File: src/rtl/mips_pkg.sv
// Shared constants and types for the multi-cycle MIPS control path:
// opcodes, FSM state codes, ALUOp/ALUSrcB/PCSource encodings, control word.
package mips_pkg;

    localparam logic [5:0] OP_RTYPE = 6'b000000;
    localparam logic [5:0] OP_LW    = 6'b100011;
    localparam logic [5:0] OP_SW    = 6'b101011;
    localparam logic [5:0] OP_BEQ   = 6'b000100;
    localparam logic [5:0] OP_J     = 6'b000010;
    localparam logic [5:0] OP_ADDI  = 6'b001000;
    localparam logic [5:0] OP_ANDI  = 6'b001100;
    localparam logic [5:0] OP_ORI   = 6'b001101;
    localparam logic [5:0] OP_XORI  = 6'b001110;
    localparam logic [5:0] OP_LUI   = 6'b001111;

    localparam logic [3:0] S_FETCH    = 4'd0;
    localparam logic [3:0] S_DECODE   = 4'd1;
    localparam logic [3:0] S_MEMADR   = 4'd2;
    localparam logic [3:0] S_MEMREAD  = 4'd3;
    localparam logic [3:0] S_MEMWB    = 4'd4;
    localparam logic [3:0] S_MEMWRITE = 4'd5;
    localparam logic [3:0] S_EXECUTE  = 4'd6;
    localparam logic [3:0] S_ALUWB    = 4'd7;
    localparam logic [3:0] S_BRANCH   = 4'd8;
    localparam logic [3:0] S_IEXEC    = 4'd9;
    localparam logic [3:0] S_IWB      = 4'd10;
    localparam logic [3:0] S_JUMP     = 4'd11;

    localparam logic [1:0] ALU_ADD   = 2'b00;
    localparam logic [1:0] ALU_SUB   = 2'b01;
    localparam logic [1:0] ALU_RTYPE = 2'b10;
    localparam logic [1:0] ALU_IMM   = 2'b11;

    localparam logic [1:0] SRCB_REG   = 2'b00;
    localparam logic [1:0] SRCB_FOUR  = 2'b01;
    localparam logic [1:0] SRCB_IMM   = 2'b10;
    localparam logic [1:0] SRCB_IMMSH = 2'b11;

    localparam logic [1:0] PCSRC_ALU    = 2'b00;
    localparam logic [1:0] PCSRC_ALUOUT = 2'b01;
    localparam logic [1:0] PCSRC_JUMP   = 2'b10;

    typedef enum logic [2:0] {
        CLS_R,
        CLS_MEM,
        CLS_BEQ,
        CLS_J,
        CLS_IMM,
        CLS_BAD
    } op_class_t;

    typedef struct packed {
        logic       pc_write;
        logic       pc_write_cond;
        logic       iord;
        logic       mem_read;
        logic       mem_write;
        logic       ir_write;
        logic       mem_to_reg;
        logic       reg_dst;
        logic       reg_write;
        logic       alu_src_a;
        logic       zero_ext;
        logic       funct_sel;
        logic [1:0] alu_op;
        logic [1:0] alu_src_b;
        logic [1:0] pc_source;
        logic       illegal;
        logic       instr_done;
    } ctrl_t;

    function automatic op_class_t op_class(input logic [5:0] op);
        op_class_t c;
        case (op)
            OP_RTYPE: c = CLS_R;
            OP_LW,
            OP_SW:    c = CLS_MEM;
            OP_BEQ:   c = CLS_BEQ;
            OP_J:     c = CLS_J;
            OP_ADDI,
            OP_ANDI,
            OP_ORI,
            OP_XORI,
            OP_LUI:   c = CLS_IMM;
            default:  c = CLS_BAD;
        endcase
        return c;
    endfunction

endpackage

File: src/rtl/control_word_decode.sv
// Combinational control word: state + Opcode + MemReady -> all datapath
// controls. Ports: state, opcode, mem_ready in; cw (ctrl_t) out.
module control_word_decode
    import mips_pkg::*;
(
    input  logic [3:0] state,
    input  logic [5:0] opcode,
    input  logic       mem_ready,
    output ctrl_t      cw
);

    always_comb begin
        cw = '0;
        case (state)
            S_FETCH: begin
                cw.mem_read  = 1'b1;
                cw.alu_src_b = SRCB_FOUR;
                // IR and PC update only when the fetch read completes
                cw.ir_write  = mem_ready;
                cw.pc_write  = mem_ready;
            end
            S_DECODE: begin
                cw.alu_src_b = SRCB_IMMSH;
                cw.alu_op    = ALU_ADD;
                if (op_class(opcode) == CLS_BAD) begin
                    cw.illegal    = 1'b1;
                    cw.instr_done = 1'b1;
                end
            end
            S_MEMADR: begin
                cw.alu_src_a = 1'b1;
                cw.alu_src_b = SRCB_IMM;
            end
            S_MEMREAD: begin
                cw.mem_read = 1'b1;
                cw.iord     = 1'b1;
            end
            S_MEMWB: begin
                cw.reg_write  = 1'b1;
                cw.mem_to_reg = 1'b1;
                cw.instr_done = 1'b1;
            end
            S_MEMWRITE: begin
                cw.mem_write  = 1'b1;
                cw.iord       = 1'b1;
                cw.instr_done = mem_ready;
            end
            S_EXECUTE: begin
                cw.alu_src_a = 1'b1;
                cw.alu_op    = ALU_RTYPE;
            end
            S_ALUWB: begin
                cw.reg_dst    = 1'b1;
                cw.reg_write  = 1'b1;
                cw.instr_done = 1'b1;
            end
            S_BRANCH: begin
                cw.alu_src_a     = 1'b1;
                cw.alu_op        = ALU_SUB;
                cw.pc_write_cond = 1'b1;
                cw.pc_source     = PCSRC_ALUOUT;
                cw.instr_done    = 1'b1;
            end
            S_IEXEC: begin
                cw.alu_src_a = 1'b1;
                cw.alu_src_b = SRCB_IMM;
                cw.alu_op    = ALU_IMM;
                cw.funct_sel = 1'b1;
                // logical immediates zero-extend; addi/lui sign-extend
                cw.zero_ext  = (opcode == OP_ANDI) ||
                               (opcode == OP_ORI)  ||
                               (opcode == OP_XORI);
            end
            S_IWB: begin
                cw.reg_write  = 1'b1;
                cw.instr_done = 1'b1;
            end
            S_JUMP: begin
                cw.pc_write   = 1'b1;
                cw.pc_source  = PCSRC_JUMP;
                cw.instr_done = 1'b1;
            end
            default: cw = '0;
        endcase
    end

endmodule

File: src/rtl/multicycle_main_control.sv
// Main control FSM of the multi-cycle MIPS core: state register and
// next-state logic; control outputs come from control_word_decode.
module multicycle_main_control
    import mips_pkg::*;
(
    input  logic       clk,
    input  logic       reset,
    input  logic [5:0] Opcode,
    input  logic       MemReady,
    output logic [1:0] ALUOp,
    output logic       FunctSel,
    output logic       PCWrite,
    output logic       PCWriteCond,
    output logic       IorD,
    output logic       MemRead,
    output logic       MemWrite,
    output logic       IRWrite,
    output logic       MemtoReg,
    output logic       RegDst,
    output logic       RegWrite,
    output logic       ALUSrcA,
    output logic       ZeroExt,
    output logic [1:0] ALUSrcB,
    output logic [1:0] PCSource,
    output logic       Illegal,
    output logic       InstrDone,
    output logic [3:0] State
);

    logic [3:0] state;
    logic [3:0] nxt;
    ctrl_t      cw;

    always_ff @(posedge clk or posedge reset) begin
        if (reset) state <= S_FETCH;
        else       state <= nxt;
    end

    always_comb begin
        nxt = S_FETCH;
        case (state)
            S_FETCH:    nxt = MemReady ? S_DECODE : S_FETCH;
            S_DECODE: begin
                case (op_class(Opcode))
                    CLS_MEM: nxt = S_MEMADR;
                    CLS_R:   nxt = S_EXECUTE;
                    CLS_BEQ: nxt = S_BRANCH;
                    CLS_J:   nxt = S_JUMP;
                    CLS_IMM: nxt = S_IEXEC;
                    default: nxt = S_FETCH;
                endcase
            end
            // only lw/sw reach MEMADR
            S_MEMADR:   nxt = (Opcode == OP_SW) ? S_MEMWRITE
                                                : S_MEMREAD;
            S_MEMREAD:  nxt = MemReady ? S_MEMWB : S_MEMREAD;
            S_MEMWRITE: nxt = MemReady ? S_FETCH : S_MEMWRITE;
            S_EXECUTE:  nxt = S_ALUWB;
            S_IEXEC:    nxt = S_IWB;
            default:    nxt = S_FETCH;
        endcase
    end

    control_word_decode u_dec (
        .state     (state),
        .opcode    (Opcode),
        .mem_ready (MemReady),
        .cw        (cw)
    );

    assign ALUOp       = cw.alu_op;
    assign FunctSel    = cw.funct_sel;
    assign PCWrite     = cw.pc_write;
    assign PCWriteCond = cw.pc_write_cond;
    assign IorD        = cw.iord;
    assign MemRead     = cw.mem_read;
    assign MemWrite    = cw.mem_write;
    assign IRWrite     = cw.ir_write;
    assign MemtoReg    = cw.mem_to_reg;
    assign RegDst      = cw.reg_dst;
    assign RegWrite    = cw.reg_write;
    assign ALUSrcA     = cw.alu_src_a;
    assign ZeroExt     = cw.zero_ext;
    assign ALUSrcB     = cw.alu_src_b;
    assign PCSource    = cw.pc_source;
    assign Illegal     = cw.illegal;
    assign InstrDone   = cw.instr_done;
    assign State       = state;

endmodule

File: config.mk
export PLATFORM = sky130hd
export DESIGN_NAME = multicycle_main_control
export DESIGN_NICKNAME = d
export VERILOG_FILES = /design/src/rtl/mips_pkg.sv /design/src/rtl/control_word_decode.sv /design/src/rtl/multicycle_main_control.sv
export SDC_FILE = /design/constraint.sdc
export NUM_CORES = 1
export LEC_CHECK = 0
export CAP_MARGIN = 0
export CELL_PAD_IN_SITES_DETAIL_PLACEMENT = 1
export CELL_PAD_IN_SITES_GLOBAL_PLACEMENT = 1
export CORE_ASPECT_RATIO = 1.2
export CORE_UTILIZATION = 24
export CTS_CLUSTER_DIAMETER = 60
export CTS_CLUSTER_SIZE = 14
export DETAILED_ROUTE_END_ITERATION = 6
export HOLD_SLACK_MARGIN = 0.1
export PLACE_DENSITY = 0.86
export SKIP_CTS_REPAIR_TIMING = 1
export SYNTH_ARGS = -nofsm -noshare
export SYNTH_HDL_FRONTEND = slang
export SYNTH_SLANG_ARGS = --single-unit
File: constraint.sdc
create_clock -name clk -period 1.95 [get_ports clk]
set_input_delay 0.39 -clock clk [delete_from_list [all_inputs] [get_ports clk]]
set_output_delay 0.39 -clock clk [all_outputs]
set_load 0.02 [all_outputs]
==> results of run 1 <==
-- cell families after synthesis --
group,share of synthesized area
xor gates and xnor gates,0.0151
buffers and inverters,0.0862
AOI/OAI and AO/OA,0.282
DFF,0.172
muxes,0.0172
and+or+nand+nor,0.427
-- critical path, cell delays in order, from the launching register on --
cell and delay (ps):
dfrtp_1 370, buf_4 170, inv_1 100, o2111a_1 270, a311oi_2 330, a21bo_1 250
clkbuf_2 150
-- metal layers --
metal	wire length, um	GRT usage	vias up
met5	0	0	-
met3	177	0.0292	12
met4	121	0.0816	0
met1	1510	0.282	513
li1	-	-	467
met2	2090	0.478	49
-- per-stage QoR --
stage / hold slack (ps) / cell area, um2
after floorplan: 156 / 581
after global placement: 577 / 1250
after detailed placement: 592 / 1250
after CTS: 355 / 1270
after global routing: 389 / 1400
final: 371 / 1400
-- cell type report --
type                    instances  share of cell area
clock buffers                   3              0.0161
flip-flops and latches          4              0.0724
inverters                       6              0.0161
multi-input cells              70               0.371
repair buffers                 83               0.497
well taps                      31              0.0277
-- where the power goes --
part | switching (W) | leakage [nW] | internal [W]
clock | 0.0000451 | 0.0138 | 0.0000696
combinational | 0.000680 | 0.764 | 0.000660
sequential | 0.0000292 | 0.0516 | 0.000108
-- worst paths after layout --
kind	endpoint	slack (ps)	depth (start not counted)
min	State[2]	370	2
max	InstrDone	-320	6
max reg2reg	State[2]	170	6
max in group asynchronous	State[2]	1410	2
min reg2reg	State[0]	680	2
min in group clk	State[0]	680	2
-- cells in the final DEF (no fill, tap or decap), drive strengths merged, types with 2 or more instances in the layout --
cell type	n
buf	61
dlymetal6s2s	12
nand2	9
nor2	8
clkbuf	8
o21ai	8
inv	6
nand2b	6
clkdlybuf4s50	5
nor3	5
a21oi	4
dfrtp	4
and3	4
and2	2
nor2b	2
nand3	2
or2	2
a31oi	2
==> flow_summary_export.csv, run 1 <==
group,metric,value,unit
outcome,status,"finished with violations",
outcome,violations,"setup timing",
finish,drive_gt1_frac,0.536,
timing,finalHoldViolCount,0,
placed_design,dp.cells,188,
critical_path,path_class,"reg2out",
placed_design,gp_congestion,0.793,
critical_path,path_max_fanout,6,
timing,final-setup-viol-count,8,
critical_path,r2r_start,"State[1]",
clock_network,cts_buffers,3,
clock_network,clk_path_buf_depth,2,
clock_network,root_buffer,"clkbuf_4",
detailed_routing,drtIter0Drc,31,
finish,multi_input_area,519,um2
placed_design,hpwlAfterDp,2390,um
clock_network,cts_tree,"done",
floorplan,dieHeight,55.9,um
clock_network,h-tree-depth,1,
timing,slew_headroom,0.702,
detailed_routing,via_per_inst,5.28,
yosys,async_reset_ff_frac,1.00,
finish,final-seq-area,101,um2
timing,final.setup.worst_slack,-323,ps
detailed_routing,vias,1041,
power_and_ir_drop,ir_worst_vdd,732,uV
critical_path,crit_start,"State[1]",
yosys,synth_cell_types,36,
detailed_routing,wl_per_cell,19.8,um
critical_path,cp.arrival,1880,ps
yosys,avgSynthCellArea,6.83,um2
power_and_ir_drop,cellPowerDensity,1140,nW/um2
timing,drv_slew,0,
global_routing,first_global_vias,1031,
finish,finalCoreUtilization,0.613,
run,drv_cap,0,
clock_network,clock_latency,240,ps
placed_design,port_buffers,32,
yosys,synth_most_common_cell,"nand2_1",
timing,clock.fmax,440,MHz
finish,antenna_cells,0,
timing,fin_skew,1.81,ps
finish,stdcell_count,197,
timing,layout_min_cycle_time,2270,ps
detailed_routing,drc,0,
global_routing,antenna_found_initial,0,
yosys,synthTopCellsByArea,"dfrtp_1 (17%), nand2b_1 (6.5%), nand2_1 (5.8%), o21ai_0 (5.2%), nor2_1 (5.2%)",
timing,rsz0062_at_grt,"true",
floorplan,dieArea,2620,um2
finish,final_nets,177,
critical_path,endpoint_kind,"output pin",
detailed_routing,ant_nets,0,
clock_network,cts.sinks,4,
detailed_routing,dr.pass1.iters,4,
floorplan,dieWidth,46.9,um
finish,fillCellCount,293,
timing,setup-tns-final,-718,ps
min_path,min_path_type,"in2async",
clock_network,cts.reportedPaths.clkPinSlew,50,ps
global_routing,grt_pass1_wl,4870,um
timing,min_period_over_period,1.17,
yosys,synth_enable_flop_cells,0,
finish,largest_reg_flops,4,
timing,tightest_slew,443,ps
global_routing,grt_max_degree,9,
yosys,postSynthRegisterBits,4,
detailed_routing,wirelength,3900,um
global_routing,gr-total-overflow,0,
power_and_ir_drop,leakage,0.829,nW
yosys,yosys.area.top_type,"dfrtp_1",
critical_path,crit_required,1560,ps
floorplan,core_area,2280,um2
yosys,synthesis.nets,94,
finish,area_delta_synth_final,141,%
yosys,synthTopCellsByCount,"nand2_1 (9), nor2_1 (8), inv_1 (6), nand2b_1 (6), o21ai_0 (6)",
floorplan,num_io_pins,33,
yosys,ys_seq_area_frac,0.172,
yosys,ys_warn_count,0,
yosys,synth_top_area_share,0.172,
global_routing,grt_use_total,0.257,
critical_path,startpoint_type,"register",
floorplan,core.rowCount,19,
yosys,synth_cells,85,
placed_design,place_ws,-873,ps
yosys,ys.flop_type,"dfrtp_1",
yosys,synthesis.area,581,um2
power_and_ir_drop,p_total,0.00159,W
floorplan,start_util,0.254,
No activity file was read; power rests on OpenSTA's default activity.
==> run 2: changes to the inputs <==
Settings changed: SETUP_SLACK_MARGIN from default to 0.4.
==> run 2 against run 1 <==
- the run still ends with setup timing left
- design area is 2.8% higher
- sequential power is 23% higher
- largest cell class unchanged
- highest routed layer unchanged
- global-route usage is 2.8 points lower
==> flow_summary_export.csv, run 2 (synthesis gave the netlist of run 1 again) <==
group,metric,value,unit
outcome,status,"finished with violations",
timing,clock.fmax,470,MHz
timing,slew_headroom,0.722,
timing,drv_slew,0,
floorplan,dieHeight,55.9,um
global_routing,grt_use_total,0.229,
timing,min_period_over_period,1.09,
clock_network,cts.reportedPaths.clkPinSlew,40,ps
placed_design,port_buffers,32,
run,drv_cap,0,
timing,final.setup.worst_slack,-177,ps
critical_path,path_class,"reg2out",
critical_path,crit_required,1560,ps
detailed_routing,via_per_inst,5.27,
power_and_ir_drop,leakage,0.787,nW
clock_network,clock_latency,240,ps
finish,finalCoreUtilization,0.630,
detailed_routing,ant_nets,0,
timing,tightest_slew,413,ps
critical_path,crit_buf_inv,1,
clock_network,root_buffer,"clkbuf_4",
clock_network,cts_tree,"done",
critical_path,max_stage_delay,570,ps
placed_design,hpwlAfterDp,2220,um
detailed_routing,drtIter0Drc,4,
detailed_routing,wirelength,3550,um
min_path,min_path_type,"in2async",
floorplan,start_util,0.254,
clock_network,clk_path_buf_depth,2,
critical_path,path_max_fanout,4,
timing,layout_min_cycle_time,2130,ps
clock_network,cts_buffers,3,
finish,area_delta_synth_final,148,%
power_and_ir_drop,ir_worst_vdd,744,uV
floorplan,dieWidth,46.9,um
global_routing,grt_pass1_wl,4330,um
critical_path,endpoint_kind,"output pin",
placed_design,place_ws,-870,ps
floorplan,core_area,2280,um2
finish,fillCellCount,282,
timing,final-setup-viol-count,5,
global_routing,gr-total-overflow,0,
finish,final_common_cell,"buf_4",
global_routing,first_global_vias,994,
floorplan,core.rowCount,19,
outcome,violations,"setup timing",
clock_network,cts.sinks,4,
placed_design,gp_congestion,0.836,
timing,rsz0062_at_grt,"true",
finish,largest_reg_flops,4,
critical_path,cp.arrival,1740,ps
floorplan,dieArea,2620,um2
timing,fin_skew,4.17,ps
finish,final_nets,171,
finish,antenna_cells,0,
global_routing,grt_max_degree,12,
critical_path,crit_family,"simple AND/OR/NAND/NOR gates",
power_and_ir_drop,cellPowerDensity,1100,nW/um2
critical_path,startpoint_type,"register",
critical_path,path_cells,"or4b_4 -> nor3_4 -> and2_4 -> buf_6",
timing,finalHoldViolCount,0,
critical_path,cpMaxStageDelayCell,"or4b_4",
finish,most-common-layout-cells,"buf_4 (45), buf_6 (13), dlymetal6s2s_1 (11)",
finish,drive_gt1_frac,0.631,
detailed_routing,dr.pass1.iters,4,
detailed_routing,drc,0,
detailed_routing,wl_per_cell,18.6,um
clock_network,h-tree-depth,1,
global_routing,antenna_found_initial,0,
floorplan,num_io_pins,33,
detailed_routing,vias,1006,
run 2: cell count changes in the layout (fill, tap and decap cells not counted), sizes merged:
cell           delta
buf               +1
clkbuf            -2
clkdlybuf4s50     -4
dlymetal6s2s      -1
run 2: routing by layer:
metal / global-route usage / share of wire / vias up
met4: 0.0898 / 0.040 / 0
li1: - / - / 454
met2: 0.448 / 0.58 / 52
met1: 0.224 / 0.34 / 484
met5: 0 / 0 / -
met3: 0.0195 / 0.036 / 16
run 2: worst register-to-register path, delay by kind of cell (launching register included):
kind            cells  cell delay [ps]
compound gates      1              170
buf+inv             2              280
flops               1              430
simple gates        3              790
run 2: final cells by class:
class | instances | area [um2] | share of cell area
tap | 31 | 38.8 | 0.0270
inverter | 6 | 22.5 | 0.0157
timing repair buffer | 77 | 667 | 0.463
sequential | 4 | 105 | 0.0730
clock buffer | 3 | 22.5 | 0.0157
multi-input combinational | 70 | 583 | 0.405
run 2: path summary, 6_finish.rpt:
| kind | startpoint | end | slack (ps) | depth (start not counted) |
|---|---|---|---|---|
| worst min register to register | State[3] | State[2] | 630 | 2 |
| max in group asynchronous | reset | State[1] | 1430 | 2 |
| worst max-delay path | State[3] | Illegal | -180 | 4 |
| worst max register to register | State[3] | State[1] | 210 | 6 |
| worst min-delay path | reset | State[0] | 360 | 2 |
| min in group clk | Opcode[2] | State[2] | 620 | 5 |
run 2: stage by stage:
step / setup TNS, ps / total power, W / std cells / cell area (um2) / hold slack (ps)
after floorplan: 0 / 0.000784 / 85 / 673 / 156
after global placement: -3330 / 0.00129 / 182 / 1270 / 577
after detailed placement: -3870 / 0.00133 / 182 / 1270 / 582
after CTS: -7410 / 0.00145 / 185 / 1300 / 343
after global routing: -907 / 0.00168 / 191 / 1440 / 360
final: -492 / 0.00158 / 191 / 1440 / 356
run 2: report_power, final:
part | switching [W] | internal [W] | leakage, nW
clock network | 0.0000423 | 0.0000694 | 0.0138
logic | 0.000660 | 0.000643 | 0.726
registers | 0.0000575 | 0.000111 | 0.0474
==> run 3: changes to the inputs <==
Settings changed: SKIP_LAST_GASP from default to 1, TNS_END_PERCENT from default to 1.
==> run 3 against run 2 <==
- the flow still finishes with violations (setup timing)
- design area decreased by 6.3%
- via count decreased by 6.3%
- register-to-register slack improved by 120 ps
- critical path type unchanged
- largest power group unchanged
==> flow_summary_export.csv, run 3 (synthesis gave the netlist of run 1 again) <==
group,metric,value,unit
critical_path,max_stage_delay,560,ps
power_and_ir_drop,p_clk_frac,0.078,
placed_design,place_area,1230,um2
floorplan,dieHeight,55.9,um
critical_path,path_cells,"or4b_4 -> nor3_4 -> and2_4 -> buf_6",
clock_network,h-tree-depth,1,
detailed_routing,drc,0,
detailed_routing,via_per_inst,5.07,
clock_network,cts.reportedPaths.clkPinSlew,40,ps
finish,area_delta_synth_final,132,%
finish,finalCoreUtilization,0.590,
timing,final-setup-viol-count,10,
clock_network,cts_buffers,3,
critical_path,endpoint_kind,"output pin",
critical_path,cpMaxStageDelayCell,"or4b_4",
global_routing,antenna_found_initial,0,
critical_path,crit_family,"simple AND/OR/NAND/NOR gates",
detailed_routing,vias,943,
floorplan,dieWidth,46.9,um
floorplan,core.rowCount,19,
finish,final_nets,165,
timing,slew_headroom,0.814,
global_routing,grt-busiest-layer,"met2",
global_routing,grt_use_total,0.242,
clock_network,clk_path_buf_depth,2,
global_routing,grtUsageMet2,0.427,
finish,most-common-layout-cells,"buf_4 (40), dlymetal6s2s_1 (23), nand2_1 (9)",
floorplan,dieArea,2620,um2
timing,setup-tns-final,-1070,ps
timing,drv_slew,0,
power_and_ir_drop,internal-power,0.000798,W
finish,final_common_cell,"buf_4",
critical_path,path_class,"reg2out",
outcome,status,"finished with violations",
detailed_routing,drtIter0Drc,23,
global_routing,met3_usage,0.00974,
floorplan,start_util,0.254,
placed_design,gp_congestion,0.816,
power_and_ir_drop,seqPwrFrac,0.098,
placed_design,port_buffers,32,
clock_network,root_buffer,"clkbuf_4",
global_routing,met1_usage,0.277,
clock_network,clock_latency,240,ps
timing,min_period_over_period,1.09,
floorplan,core_area,2280,um2
power_and_ir_drop,leakage,0.903,nW
outcome,violations,"setup timing",
timing,clock.fmax,470,MHz
timing,fin_skew,7.25,ps
power_and_ir_drop,p_comb_frac,0.823,
finish,stdcell_count,186,
global_routing,grt_max_degree,9,
critical_path,cp.arrival,1740,ps
detailed_routing,wirelength,3020,um
finish,antenna_cells,0,
detailed_routing,dr.pass1.iters,4,
timing,finalHoldViolCount,0,
global_routing,first_global_vias,995,
critical_path,path_max_fanout,5,
critical_path,crit_required,1560,ps
detailed_routing,ant_nets,0,
global_routing,gr-total-overflow,0,
finish,largest_reg_flops,4,
placed_design,hpwlAfterDp,2390,um
run,drv_cap,0,
global_routing,grt_pass1_wl,4560,um
power_and_ir_drop,ir_worst_vdd,463,uV
power_and_ir_drop,p_sw,0.000677,W
power_and_ir_drop,cellPowerDensity,1090,nW/um2
detailed_routing,wl_per_cell,16.2,um
finish,stdcell_area,1350,um2
critical_path,startpoint_type,"register",
clock_network,cts_tree,"done",
critical_path,crit_buf_inv,1,
power_and_ir_drop,switching_share,0.459,
min_path,min_path_type,"in2async",
timing,layout_min_cycle_time,2130,ps
placed_design,dp.cells,180,
floorplan,num_io_pins,33,
placed_design,place_ws,-861,ps
timing,rsz0062_at_grt,"true",
clock_network,cts.sinks,4,
finish,drive_gt1_frac,0.413,
timing,tightest_slew,277,ps
timing,final.setup.worst_slack,-178,ps
## run 3: cell type report
cell class / instances / area, um2
fill: 291 / 935
timing repair buffer: 71 / 664
multi-input combinational: 70 / 490
sequential: 4 / 105
tap: 31 / 38.8
clock buffer: 4 / 26.3
inverter: 6 / 22.5
## run 3: path summary, 6_finish.rpt
| path | start | end | slack, ps | depth (start not counted) |
|---|---|---|---|---|
| hold / removal | reset | State[0] | 330 | 2 |
| max in group asynchronous | reset | State[2] | 1450 | 2 |
| setup reg to reg | State[2] | State[1] | 330 | 5 |
| hold reg to reg | State[3] | State[0] | 600 | 2 |
| setup / recovery | State[2] | Illegal | -180 | 4 |
| min in group clk | State[3] | State[0] | 600 | 2 |
## run 3: layer usage
metal | wire length, um | vias up
met5 | 0 | -
met4 | 83 | 0
met3 | 77 | 8
met2 | 1670 | 30
met1 | 1180 | 459
li1 | - | 446
## run 3: stage by stage
step                      power [W]  hold slack (ps)
after global routing        0.00155              361
after CTS                   0.00146              330
after global placement      0.00127              578
after detailed placement    0.00133              587
final                       0.00148              327
after floorplan            0.000724              156
## run 3: power by group through the flow
stage | clock, W | combinational (W) | sequential, W
final | 0.000116 | 0.00121 | 0.000145
after CTS | 0.000119 | 0.00119 | 0.000145
after floorplan | 0 | 0.000556 | 0.000168
after global placement | 0 | 0.00113 | 0.000146
after global routing | 0.000124 | 0.00128 | 0.000150
after detailed placement | 0 | 0.00118 | 0.000147
## run 3: worst reg2reg max path, delay by kind of cell (launching register included)
| family | cells | cell delay, ps |
|---|---|---|
| buf+inv | 1 | 170 |
| simple gates | 3 | 760 |
| compound gates | 1 | 180 |
| flops | 1 | 430 |
==> variant, RTL diff (config.mk and constraints of run 2) <==
Reset style: synchronous (`reset`), changed in one clocked block.
--- a/src/rtl/multicycle_main_control.sv
+++ b/src/rtl/multicycle_main_control.sv
@@ -31,7 +31,7 @@
     logic [3:0] nxt;
     ctrl_t      cw;
 
-    always_ff @(posedge clk or posedge reset) begin
+    always_ff @(posedge clk) begin
         if (reset) state <= S_FETCH;
         else       state <= nxt;
     end
Function: differs if reset is asserted again (counterexample within 4 cycles, from zero or initial values and one cycle with reset high); with reset held inactive, the same outputs for 10 cycles.
==> variant against run 2 <==
Synthesized area shrank 1.5%. Register-to-register slack improved by 210 ps. Setup slack improved by 310 ps. Final area decreased by 3.4%. Global-route usage shrank 2.2 points. First-iteration DRC count increased by 75%. Sequential cell count unchanged. Core utilization shrank 2.1 points. Routed wire length fell by 9.2%.
Power is left out: it rests on default switching activity, and per cell area and clock period it moved more than threefold.
==> variant: results (changes against run 2) <==
FMAX: 551 MHz (was 470 MHz)
Wire length per cell: 17.7 µm (was 18.6 µm)
Worst min path class: in2reg (was in2async)
Largest net degree at the start of global routing: 14 (was 12)
Total CTS buffers: 3 (unchanged)
Layout cells sized above 1: 58.9% (was 63.1%)
Clock Latency Late Sink: 240 ps (about the same)
Via density: 5.43 (was 5.27)
Ys flop type: dfxtp_1 (was dfrtp_1)
Final nets: 162 (was 171)
ANT cells: 0 (unchanged)
Synthesized net count: 97 (was 94)
Post-synth EDFFs: 0 (unchanged)
CP Max Fanout: 5 (was 4)
Layout fillers: 278 (was 282)
Most frequent cells after synthesis: 15 x nor2_1, 6 x nand2_1, 6 x nor3_1, 5 x a21oi_1 (was 9 x nand2_1, 8 x nor2_1, 6 x inv_1, 6 x nand2b_1, 6 x o21ai_0)
Pre-CTS setup slack: -570 ps (was -870 ps)
Worst Tran Pin Value: 370 ps (was 413 ps)
Starting DRT DRC Count: 7 (was 4)
Post-route clock skew: 2.73 ps (was 4.17 ps)
DP Area: 1180 µm² (was 1270 µm²)
Synthesis Warnings: 0 (unchanged)
Port Buffers: 32 (unchanged)
DR pass1 iterations: 4 (unchanged)
RD Place Congestion: 0.801 (was 0.836)
CP max-delay cell: a32o_1 (was or4b_4)
Dpl hpwl: 2.16 mm (was 2.22 mm)
Total Routing Usage GR: 20.7% (was 22.9%)
H-tree Lvls: 1 (unchanged)
Max clock buf depth: 2 (unchanged)
Vias in the first global route: 922 (was 994)
Max FFs per register: 4 (unchanged)
Reg clk slew, reported paths: 40 ps (about the same)
Synth unique cells: 35 (was 36)
Ys async rst share: 0% (was 100%)
CTS Root Cell: clkbuf_4 (unchanged)
Antenna violations before repair: 0 (unchanged)
Global-route wire length before repair: 4.02 mm (was 4.33 mm)
Max incr delay on CP: 260 ps (was 570 ps)
Sequential area share after synthesis: 14.0% (was 17.2%)
R2r setup slk: 420 ps (was 210 ps)
Synth area leaders: dfxtp_1 14%, nor2_1 9.8%, nor3_1 5.3% (was dfrtp_1 17%, nand2b_1 6.5%, nand2_1 5.8%)
Status: finished clean (was finished, violations left)
[variant: cell types whose count changed after synthesis, sizes merged, moves of 3 or more]
cell and delta:
nor2 +7, dfrtp -4, dfxtp +4, o21ai -4, inv -3, nand2 -3
[variant: final timing paths]
| path | from | endpoint | cells after the start |
|---|---|---|---|
| max | Opcode[2] | InstrDone | 6 |
| min | Opcode[2] | State[1] | 4 |
| min reg2reg | State[1] | State[1] | 4 |
| max reg2reg | State[2] | State[2] | 4 |
[variant: area by class of cell]
| cell class | count | area, µm² | share of cell area (%) |
|---|---|---|---|
| Timing Repair Buffer | 65 | 598 | 43.0 |
| Clock buffer | 3 | 22.5 | 1.62 |
| Sequential cell | 4 | 92.6 | 6.66 |
| Tap cell | 31 | 38.8 | 2.79 |
| Inverter | 3 | 11.3 | 0.810 |
| Multi-Input combinational cell | 76 | 627 | 45.1 |
[variant: per-layer routing]
metal	GRT usage, %	routed length [µm]
met2	43.5	1920
met3	0.327	134
met5	0	0
met4	5.88	100
met1	19.0	1070
[variant: kinds of logic (layout without fill, tap and decap cells)]
| logic type | after synthesis | count (layout) | synth area share (%) |
|---|---|---|---|
| and+or+nand+nor | 49 | 49 | 46.4 |
| AOI/OAI and AO/OA | 25 | 25 | 29.5 |
| buffers and inverters | 8 | 71 | 6.78 |
| DFF | 4 | 4 | 14.0 |
| xor gates and xnor gates | 1 | 1 | 1.53 |
| muxes | 1 | 1 | 1.75 |
[variant: metrics by stage]
step           hold WS (ps)  instances  util [%]
3_3_place_gp            767        172      51.8
4_1_cts                 782        175      52.8
5_1_grt                 743        182      60.9
6_report                708        182      60.9
2_1_floorplan           604         88         -
3_5_place_dp            774        172      51.8
[variant: worst max-delay path: cells and delay by family]
kind	cells	cell delay, ps
buffers and inverters	2	330
AOI/OAI and AO/OA	3	600
and+or+nand+nor	1	90
